**config.mk**
```make
export PLATFORM = sky130hd
export DESIGN_NAME = prefetch_fetcher
export DESIGN_NICKNAME = d
export VERILOG_FILES = /design/src/rtl/fetcher_pkg.sv /design/src/rtl/fetch_queue.sv /design/src/rtl/prefetch_fetcher.sv
export SDC_FILE = /design/constraint.sdc
export NUM_CORES = 1
export LEC_CHECK = 0
export BUFFER_PORTS_ARGS = -buffer_cell sky130_fd_sc_hd__buf_4
export CAP_MARGIN = 20
export CORE_MARGIN = 2
export CORE_UTILIZATION = 35
export DETAILED_ROUTE_END_ITERATION = 8
export GPL_TIMING_DRIVEN = 0
export HOLD_SLACK_MARGIN = 0.05
export PLACE_DENSITY = 0.57
export SYNTH_ARGS = -nofsm -noshare
export SYNTH_HDL_FRONTEND = slang
export SYNTH_SLANG_ARGS = --single-unit
```
**constraint.sdc**
```tcl
create_clock -name clk -period 3.3 [get_ports clk]
set_clock_uncertainty 0.1 [all_clocks]
set_input_delay 0.33 -clock clk [delete_from_list [all_inputs] [get_ports clk]]
set_output_delay 0.33 -clock clk [all_outputs]
set_load 0.01 [all_outputs]
```
**src/rtl/fetcher_pkg.sv**
```systemverilog
// Shared types for the instruction prefetcher: FSM state encoding and perf counter width.
package fetcher_pkg;

    typedef enum logic [1:0] {
        IDLE    = 2'd0,   // no bus request outstanding
        REQUEST = 2'd1,   // live request on the bus, result will be queued
        DRAIN   = 2'd2    // request outstanding but made stale by a redirect
    } fetch_state_t;

    localparam int PERF_COUNT_BITS = 16;

endpackage

```
**src/rtl/fetch_queue.sv**
```systemverilog
// Circular prefetch buffer: head/tail pointers, occupancy count, synchronous flush.
// Storage is not reset; consumers qualify the head with count != 0.
module fetch_queue #(
    parameter  int DEPTH      = 4,
    parameter  int WIDTH      = 24,
    localparam int PTR_BITS   = $clog2(DEPTH),
    localparam int COUNT_BITS = PTR_BITS + 1
) (
    input  logic                  clk,
    input  logic                  reset,
    input  logic                  flush,
    input  logic                  push,
    input  logic [WIDTH-1:0]      push_data,
    input  logic                  pop,
    output logic [WIDTH-1:0]      head_data,
    output logic [COUNT_BITS-1:0] count
);

    logic [WIDTH-1:0]    entries [DEPTH];
    logic [PTR_BITS-1:0] head;
    logic [PTR_BITS-1:0] tail;

    assign head_data = entries[head];

    // Entry storage: written at the tail on every accepted push.
    always_ff @(posedge clk) begin
        if (push && !flush)
            entries[tail] <= push_data;
    end

    // Pointer and occupancy bookkeeping; DEPTH is a power of two so pointers wrap naturally.
    always_ff @(posedge clk) begin
        if (!reset || flush) begin
            head  <= '0;
            tail  <= '0;
            count <= '0;
        end else begin
            if (push)
                tail <= tail + 1'b1;
            if (pop)
                head <= head + 1'b1;
            count <= count + COUNT_BITS'(push) - COUNT_BITS'(pop);
        end
    end

endmodule

```
**src/rtl/prefetch_fetcher.sv**
```systemverilog
// Instruction prefetcher: issues one outstanding program-memory read at a time,
// queues {pc, data} results, flushes and restarts on redirect.
// Optional perf counters are built only when FETCHER_PERF_EN is defined.
module prefetch_fetcher
    import fetcher_pkg::*;
#(
    parameter int                      ADDRESS_BITS = 8,
    parameter int                      DATA_BITS    = 16,
    parameter int                      DEPTH        = 4,
    parameter logic [ADDRESS_BITS-1:0] RESET_PC     = '0
) (
    input  logic                       clk,
    input  logic                       reset,
    input  logic                       fetch_enable,
    input  logic                       redirect_valid,
    input  logic [ADDRESS_BITS-1:0]    redirect_pc,
    output logic                       mem_read_valid,
    output logic [ADDRESS_BITS-1:0]    mem_read_address,
    input  logic                       mem_read_ready,
    input  logic [DATA_BITS-1:0]       mem_read_data,
    output logic                       instruction_valid,
    output logic [DATA_BITS-1:0]       instruction,
    output logic [ADDRESS_BITS-1:0]    instruction_pc,
    input  logic                       instruction_ready,
    output logic [PERF_COUNT_BITS-1:0] perf_fetch_count,
    output logic [PERF_COUNT_BITS-1:0] perf_stall_count
);

    localparam int COUNT_BITS = $clog2(DEPTH) + 1;
    localparam int ENTRY_BITS = ADDRESS_BITS + DATA_BITS;

    fetch_state_t            state;
    logic [ADDRESS_BITS-1:0] next_pc;
    logic [COUNT_BITS-1:0]   count;
    logic [COUNT_BITS-1:0]   count_next;
    logic [ENTRY_BITS-1:0]   head_entry;
    logic                    push;
    logic                    pop;
    logic                    has_room;

    // Redirect outranks both queue operations; stale (DRAIN) data is never pushed.
    assign push       = (state == REQUEST) && mem_read_ready && !redirect_valid;
    assign pop        = instruction_valid && instruction_ready && !redirect_valid;
    assign count_next = count + COUNT_BITS'(push) - COUNT_BITS'(pop);
    // A new request reserves a slot, so the queue can never be overrun.
    assign has_room   = count_next < COUNT_BITS'(DEPTH);

    assign instruction_valid = (count != '0);
    assign instruction       = instruction_valid ? head_entry[DATA_BITS-1:0] : '0;
    assign instruction_pc    = instruction_valid ? head_entry[ENTRY_BITS-1:DATA_BITS] : '0;

    fetch_queue #(
        .DEPTH (DEPTH),
        .WIDTH (ENTRY_BITS)
    ) u_queue (
        .clk       (clk),
        .reset     (reset),
        .flush     (redirect_valid),
        .push      (push),
        .push_data ({mem_read_address, mem_read_data}),
        .pop       (pop),
        .head_data (head_entry),
        .count     (count)
    );

    // Request FSM with registered bus outputs; the address is held until ready.
    always_ff @(posedge clk) begin
        if (!reset) begin
            state            <= IDLE;
            next_pc          <= RESET_PC;
            mem_read_valid   <= 1'b0;
            mem_read_address <= '0;
        end else if (redirect_valid) begin
            next_pc <= redirect_pc;
            if (state != IDLE && !mem_read_ready) begin
                // bus request must complete untouched; its data will be dropped
                state <= DRAIN;
            end else if (fetch_enable) begin
                state            <= REQUEST;
                mem_read_valid   <= 1'b1;
                mem_read_address <= redirect_pc;
            end else begin
                state          <= IDLE;
                mem_read_valid <= 1'b0;
            end
        end else begin
            case (state)
                IDLE: begin
                    if (fetch_enable && has_room) begin
                        state            <= REQUEST;
                        mem_read_valid   <= 1'b1;
                        mem_read_address <= next_pc;
                    end
                end
                REQUEST: begin
                    if (mem_read_ready) begin
                        next_pc <= mem_read_address + 1'b1;
                        if (fetch_enable && has_room) begin
                            mem_read_address <= mem_read_address + 1'b1;
                        end else begin
                            state          <= IDLE;
                            mem_read_valid <= 1'b0;
                        end
                    end
                end
                DRAIN: begin
                    if (mem_read_ready) begin
                        state          <= IDLE;
                        mem_read_valid <= 1'b0;
                    end
                end
                default: begin
                    state          <= IDLE;
                    mem_read_valid <= 1'b0;
                end
            endcase
        end
    end

`ifdef FETCHER_PERF_EN
    logic [PERF_COUNT_BITS-1:0] fetch_cnt;
    logic [PERF_COUNT_BITS-1:0] stall_cnt;

    // Saturating counters: queued fetches and consumer cycles starved of an instruction.
    always_ff @(posedge clk) begin
        if (!reset) begin
            fetch_cnt <= '0;
            stall_cnt <= '0;
        end else begin
            if (push && fetch_cnt != '1)
                fetch_cnt <= fetch_cnt + 1'b1;
            if (instruction_ready && !instruction_valid && stall_cnt != '1)
                stall_cnt <= stall_cnt + 1'b1;
        end
    end

    assign perf_fetch_count = fetch_cnt;
    assign perf_stall_count = stall_cnt;
`else
    assign perf_fetch_count = '0;
    assign perf_stall_count = '0;
`endif

endmodule
```
# Word-level counts from Yosys, hierarchy flattened
# Memories as Yosys holds them, arrays and structs flattened. A register that Yosys moved wholly into a read port is not among the register bits.
# Index checks and enable logic that the tools add are counted.
# classes
shift	0
bitwise_logic	0
n_eq_ne	9
mul	0
n_mux	32
div	0
addsub	5
n_reduce_logical	21
order_cmp	1
# ops
operator	n
$mux W8	10
$mux W16	1
$mux W2	8
$pmux W8 S2	1
$ne A3 B3 Y1 const B	4
$mux W1	10
$add A8 B1 Y8 const B	1
$logic_and A1 B1 Y1	7
$pmux W2 S3	1
$reduce_and A6 Y1	1
$reduce_bool A2 Y1	3
$reduce_bool A3 Y1	2
$reduce_and A5 Y1	1
$add A2 B1 Y2 const B	2
$ne A2 B2 Y1 const B	2
$reduce_and A4 Y1	1
$add A3 B1 Y3	1
$logic_not A1 Y1	3
$lt A3 B3 Y1 const B	1
$ne A3 B2 Y1 const B	1
$pmux W1 S3	1
$sub A3 B1 Y3	1
$eq A2 B1 Y1 const B	1
$eq A2 B2 Y1 const B	1
other kinds (3)	3
# totals
latchBits	0
romBits	0
reg_bits	26
out_inout_bits	66
elab_cells	76
memories	1
mem_bits_rw	96
# mem_list
memory	words	width	rd	rd_clocked_by_memory_dff	write_ports	line_no	rtl
u_queue.entries	4	24	1	1	1	fetch_queue.sv:19	logic [WIDTH-1:0] entries [DEPTH];

# Longest topological paths before layout
# depth
word_depth	11
depth_mapped	12

# Cells and area by module
# A second synthesis with hierarchy kept.
# hier_totals
cells_unflattened	402
area_unflattened_um2	5689.2
# modules_own_cells
mod	instances	cells_per_inst	area_each_um2	seq_area_each_um2
fetch_queue	1	171	3950.0	3062.9
prefetch_fetcher	1	231	1739.2	380.4

# Worst setup path after synthesis
# No wires, ideal clock.
# synth_path
kind	register to register
from	register u_queue.count[2]
to	register mem_read_address[7]
arrival_time_ps	2695
setup_ps	116
synth_period_minus_slack_ps	2912
path_stages_with_launch	12
path_slack_ps	388
path_buffers	1
path_cell_list	dfxtp_1 -> nor3_1 -> nor3b_1 -> ha_1 -> inv_1 -> ha_1 -> fa_1 -> xnor2_1 -> xnor2_1 -> o211a_4 -> buf_8 -> a31o_2
# synth_between
elab_chain_len	8
elab_cells_between_ends	10
classes_between	add/sub (2); order compare (1); eq/ne (2); reduce/logical (5)
# synth_lines
element	line_no	rtl
start, declared	fetch_queue.sv:16	output logic [COUNT_BITS-1:0] count
start signal, assigned	fetch_queue.sv:42	count <= count + COUNT_BITS'(push) - COUNT_BITS'(pop);
$reduce_bool A3 Y1 *	prefetch_fetcher.sv:48	assign instruction_valid = (count != '0);
$logic_and A1 B1 Y1 * (2 in series)	prefetch_fetcher.sv:43	assign pop = instruction_valid && instruction_ready && !redirect_valid;
named net pop	prefetch_fetcher.sv:38	logic pop;
$sub A3 B1 Y3 *	prefetch_fetcher.sv:44	assign count_next = count + COUNT_BITS'(push) - COUNT_BITS'(pop);
$lt A3 B3 Y1 *	prefetch_fetcher.sv:46	assign has_room = count_next < COUNT_BITS'(DEPTH);
$logic_and A1 B1 Y1 *	prefetch_fetcher.sv:89, prefetch_fetcher.sv:98	
$ne A3 B2 Y1 (no line) or $ne A3 B3 Y1 (tied branches)	-	
$reduce_and A6 Y1 (no line) *	-	
end signal, assigned	prefetch_fetcher.sv:81	mem_read_address <= redirect_pc;
end signal, assigned	prefetch_fetcher.sv:92	mem_read_address <= next_pc;
end signal, assigned	prefetch_fetcher.sv:99	mem_read_address <= mem_read_address + 1'b1;
end, declared	prefetch_fetcher.sv:18	output logic [ADDRESS_BITS-1:0] mem_read_address,
# Mark *: on every way through the listed nets, which the timed path passes. The rest lies on a longest branch.
# A chain may end at the register's enable or synchronous reset.

# Worst setup path in the final report
# layout_path
from	register u_queue.count[1]
to	register mem_read_address[3]
# Same word-level chain as after synthesis.

==> run summary <==
Clock net sink count: 124
Initial antenna violation count: 0
Status: complete, no violations
Worst IR Drop VDD: 0.338 mV
Nets: 543
Fin. max-slew vios: 0
Clk_lat worst skew: 0.41 ns
Num CTS Buffers: 17
Starting Density: 35.8%
Synth Cell Area: 0.00547 mm²
Worst Setup End Kind: flop
Hold depth: 3
Setup_tns: 0 ns
Synth Flop Type: edfxtp_1
Clock slew at reported path FFs: 0.05 ns
Post-DRT Antenna Nets: 0
Synth Instances: 372
Crit-path slowest cell: nor3b_1
Most common cell after layout, fill and taps aside: buf_4
F_max: 0.336 GHz
Worst Max-Slew Pin Slew: 0.808 ns
Critical Path Start Type: flop
Worst path arrival time: 3.21 ns
Die X: 129 µm
GRT Util Overall: 14.0%
Dpl ws: -0.346 ns
DPL Wire Length: 7390 µm
Leakage: 2.72 nW
I/O pin cnt: 96
CP Class: flop to flop
Pin count of the biggest net entering global routing: 17
Drt pass-1 iters: 4
Layout area overhead: 30.1%
Via count: 3274
Final Wtd Congestion: 0.802
Max clock buf depth: 2
Fin crit share: 90.1%
Period minus WS final: 2.97 ns
Cell Rows: 45
Final worst setup slack: 0.328 ns
Slowest Stage Delay on Critical Path: 0.43 ns
Critical hold path startpoint: redirect_pc[5]
Share of flip-flops with an asynchronous set or reset: 0%
CTS Root Cell: clkbuf_16
Antenna cells: 0
Die Y: 129 µm
Flops & latches, synth: 124
Vias in the first global route: 3284
Setup slack, reg-to-reg: 0.33 ns
Stages on the worst setup path: 12
Post-DR wirelength/cell: 15.1 µm
DR vias/cell: 4.52
Mapped Avg Cell Area: 14.7 µm²
Yosys warning count: 0
RSZ-0062 raised after global routing: no
Crit-path max FO: 10
CTS tree: yes
Sequential fraction of the synthesis area: 63.0%
Slew headroom: 46.2%
Share of post-route cells with drive strength above 1: 32.7%
Cell count of the worst reg-to-reg path: 12
Buf+Inv Stages, Crit Path: 2
Cell breakdown of the critical path: nor3_4, nor3b_1, ha_1, inv_1, ha_1, fa_1, xnor2_1, xnor2_1, o211a_4, buf_8, o21ai_0, a21oi_1
CTS H-Tree Depth: 4
Synth unique cells: 46
Hold EP: mem_read_address[5]
Crit path required time: 3.54 ns
First-pass GRT wire length: 17400 µm
Reg-to-reg startpoint: u_queue.count[1]
Finished Core Util: 46.6%
Core Area: 0.0153 mm²
Max Cap Violations: 0
Port Buffers: 62
Iteration-0 DRC Markers: 172
Overall power: 3.73 mW
Total die area: 0.0166 mm²
Worst hold path class: input port to flop
Setup-failing EPs final: 0
Final WL: 10900 µm
Most frequent cells in the layout: buf_4, edfxtp_1, conb_1, dfxtp_1, mux4_2
Total grt overflow: 0
RR Endpoint: mem_read_address[3]
Post-route DRC violation count: 0
EDFF count, synth: 96
Critical path's top delay family: adder cells
Power density over the cells: 525 mW/mm²
Final hold vios: 0
==> what timing repair did <==
| item | CTS | global route |
|---|---|---|
| pin swaps | 0 | 1 |
| hold endpoints to repair | 64 | 0 |
| buffers inserted | 0 | 1 |
| resized for setup | 2 | 0 |
| endpoints found under the setup margin | 10 | 4 |
| hold buffers | 16 | 0 |
==> metal layers <==
layer	vias up	routed length, µm	GRT usage, %
li1	1590	-	-
met1	1591	4840	17.6
met2	85	5440	23.1
met3	8	551	4.53
met4	0	104	4.35
met5	-	0	0
==> sequential cells by signal (all words and copies together) (netlist names), named ones only <==
name,cells
mem_read_valid,1
u_queue.tail,2
state,2
mem_read_address,8
next_pc,8
u_queue.count,3
u_queue.entries,96
u_queue.head,2
==> worst min-delay path, stage by stage <==
cell and delay [ns]:
buf_4 0.11, nand2_1 0.05, a31oi_1 0.06
==> per-stage QoR <==
stage | hold WS, ns | area [µm²] | std cells
2_1_floorplan | 0.329 | 5580 | 403
3_3_place_gp | 0.342 | 6310 | 676
3_5_place_dp | 0.367 | 6400 | 680
4_1_cts | 0.0867 | 7100 | 724
5_1_grt | 0.115 | 7110 | 725
6_report | 0.0950 | 7110 | 725
==> power by group <==
group          total (mW)  internal (mW)  leakage [nW]  switching [mW]
clock network        1.70           1.08         0.252           0.624
registers            1.75           1.72          1.10          0.0334
logic               0.279          0.144          1.36           0.134
total                3.73           2.94          2.72           0.792
==> cells by family (layout without fill, tap and decap cells) <==
group | after synthesis | count (layout) | synth area share (%)
mux | 30 | 30 | 11.0
simple gates | 85 | 85 | 8.40
compound gates | 51 | 51 | 6.25
fa+ha+maj | 8 | 8 | 1.97
other cells | 1 | 32 | 0.0686
flops | 124 | 124 | 63.0
buf+inv | 62 | 173 | 7.58
xor+xnor | 11 | 11 | 1.76
==> layout make-up <==
| class | count | area [µm²] |
|---|---|---|
| multi-input cells | 217 | 1740 |
| flip-flops and latches | 124 | 3440 |
| fillers | 1347 | 8150 |
| clock inverters | 10 | 104 |
| well taps | 211 | 264 |
| inverters | 9 | 33.8 |
| clock buffers | 18 | 429 |
| repair buffers | 83 | 718 |
| plain buffers | 53 | 380 |
==> worst max path at each step <==
stage	from	to	slack, ns
after CTS	u_queue.count[2]	mem_read_address[4]	0.18
after global placement	u_queue.count[1]	mem_read_address[2]	-0.33
after floorplan	u_queue.count[2]	mem_read_address[7]	0.39
final	u_queue.count[1]	mem_read_address[3]	0.33
after detailed placement	u_queue.count[1]	mem_read_address[4]	-0.35
after global routing	u_queue.count[1]	mem_read_address[6]	0.11
==> synthesized netlist by cell type (2+ instances only) <==
library cell	instances	area (µm²)
edfxtp_1	96	2880
buf_4	36	270
dfxtp_1	28	561
mux4_2	24	541
nor2b_1	22	138
nand2_1	20	75.1
o21ai_0	15	75.1
a21oi_1	11	55.1
nor2_1	11	41.3
inv_1	9	33.8
buf_2	8	40.0
and2b_1	7	52.6
ha_1	7	87.6
mux2i_1	6	60.1
nand3_1	6	30.0
xnor2_1	6	52.6
and3_1	5	31.3
xor2_1	5	43.8
a31oi_1	4	25.0
and2_1	4	25.0
clkbuf_1	4	15.0
nand2b_1	3	18.8
nor3b_1	3	22.5
o211ai_1	3	22.5
o221ai_1	3	26.3
a211oi_1	2	15.0
buf_6	2	22.5
nor3_1	2	10.0
o211a_1	2	20.0
o21ai_2	2	17.5
No activity file was read; power rests on OpenSTA's default activity.
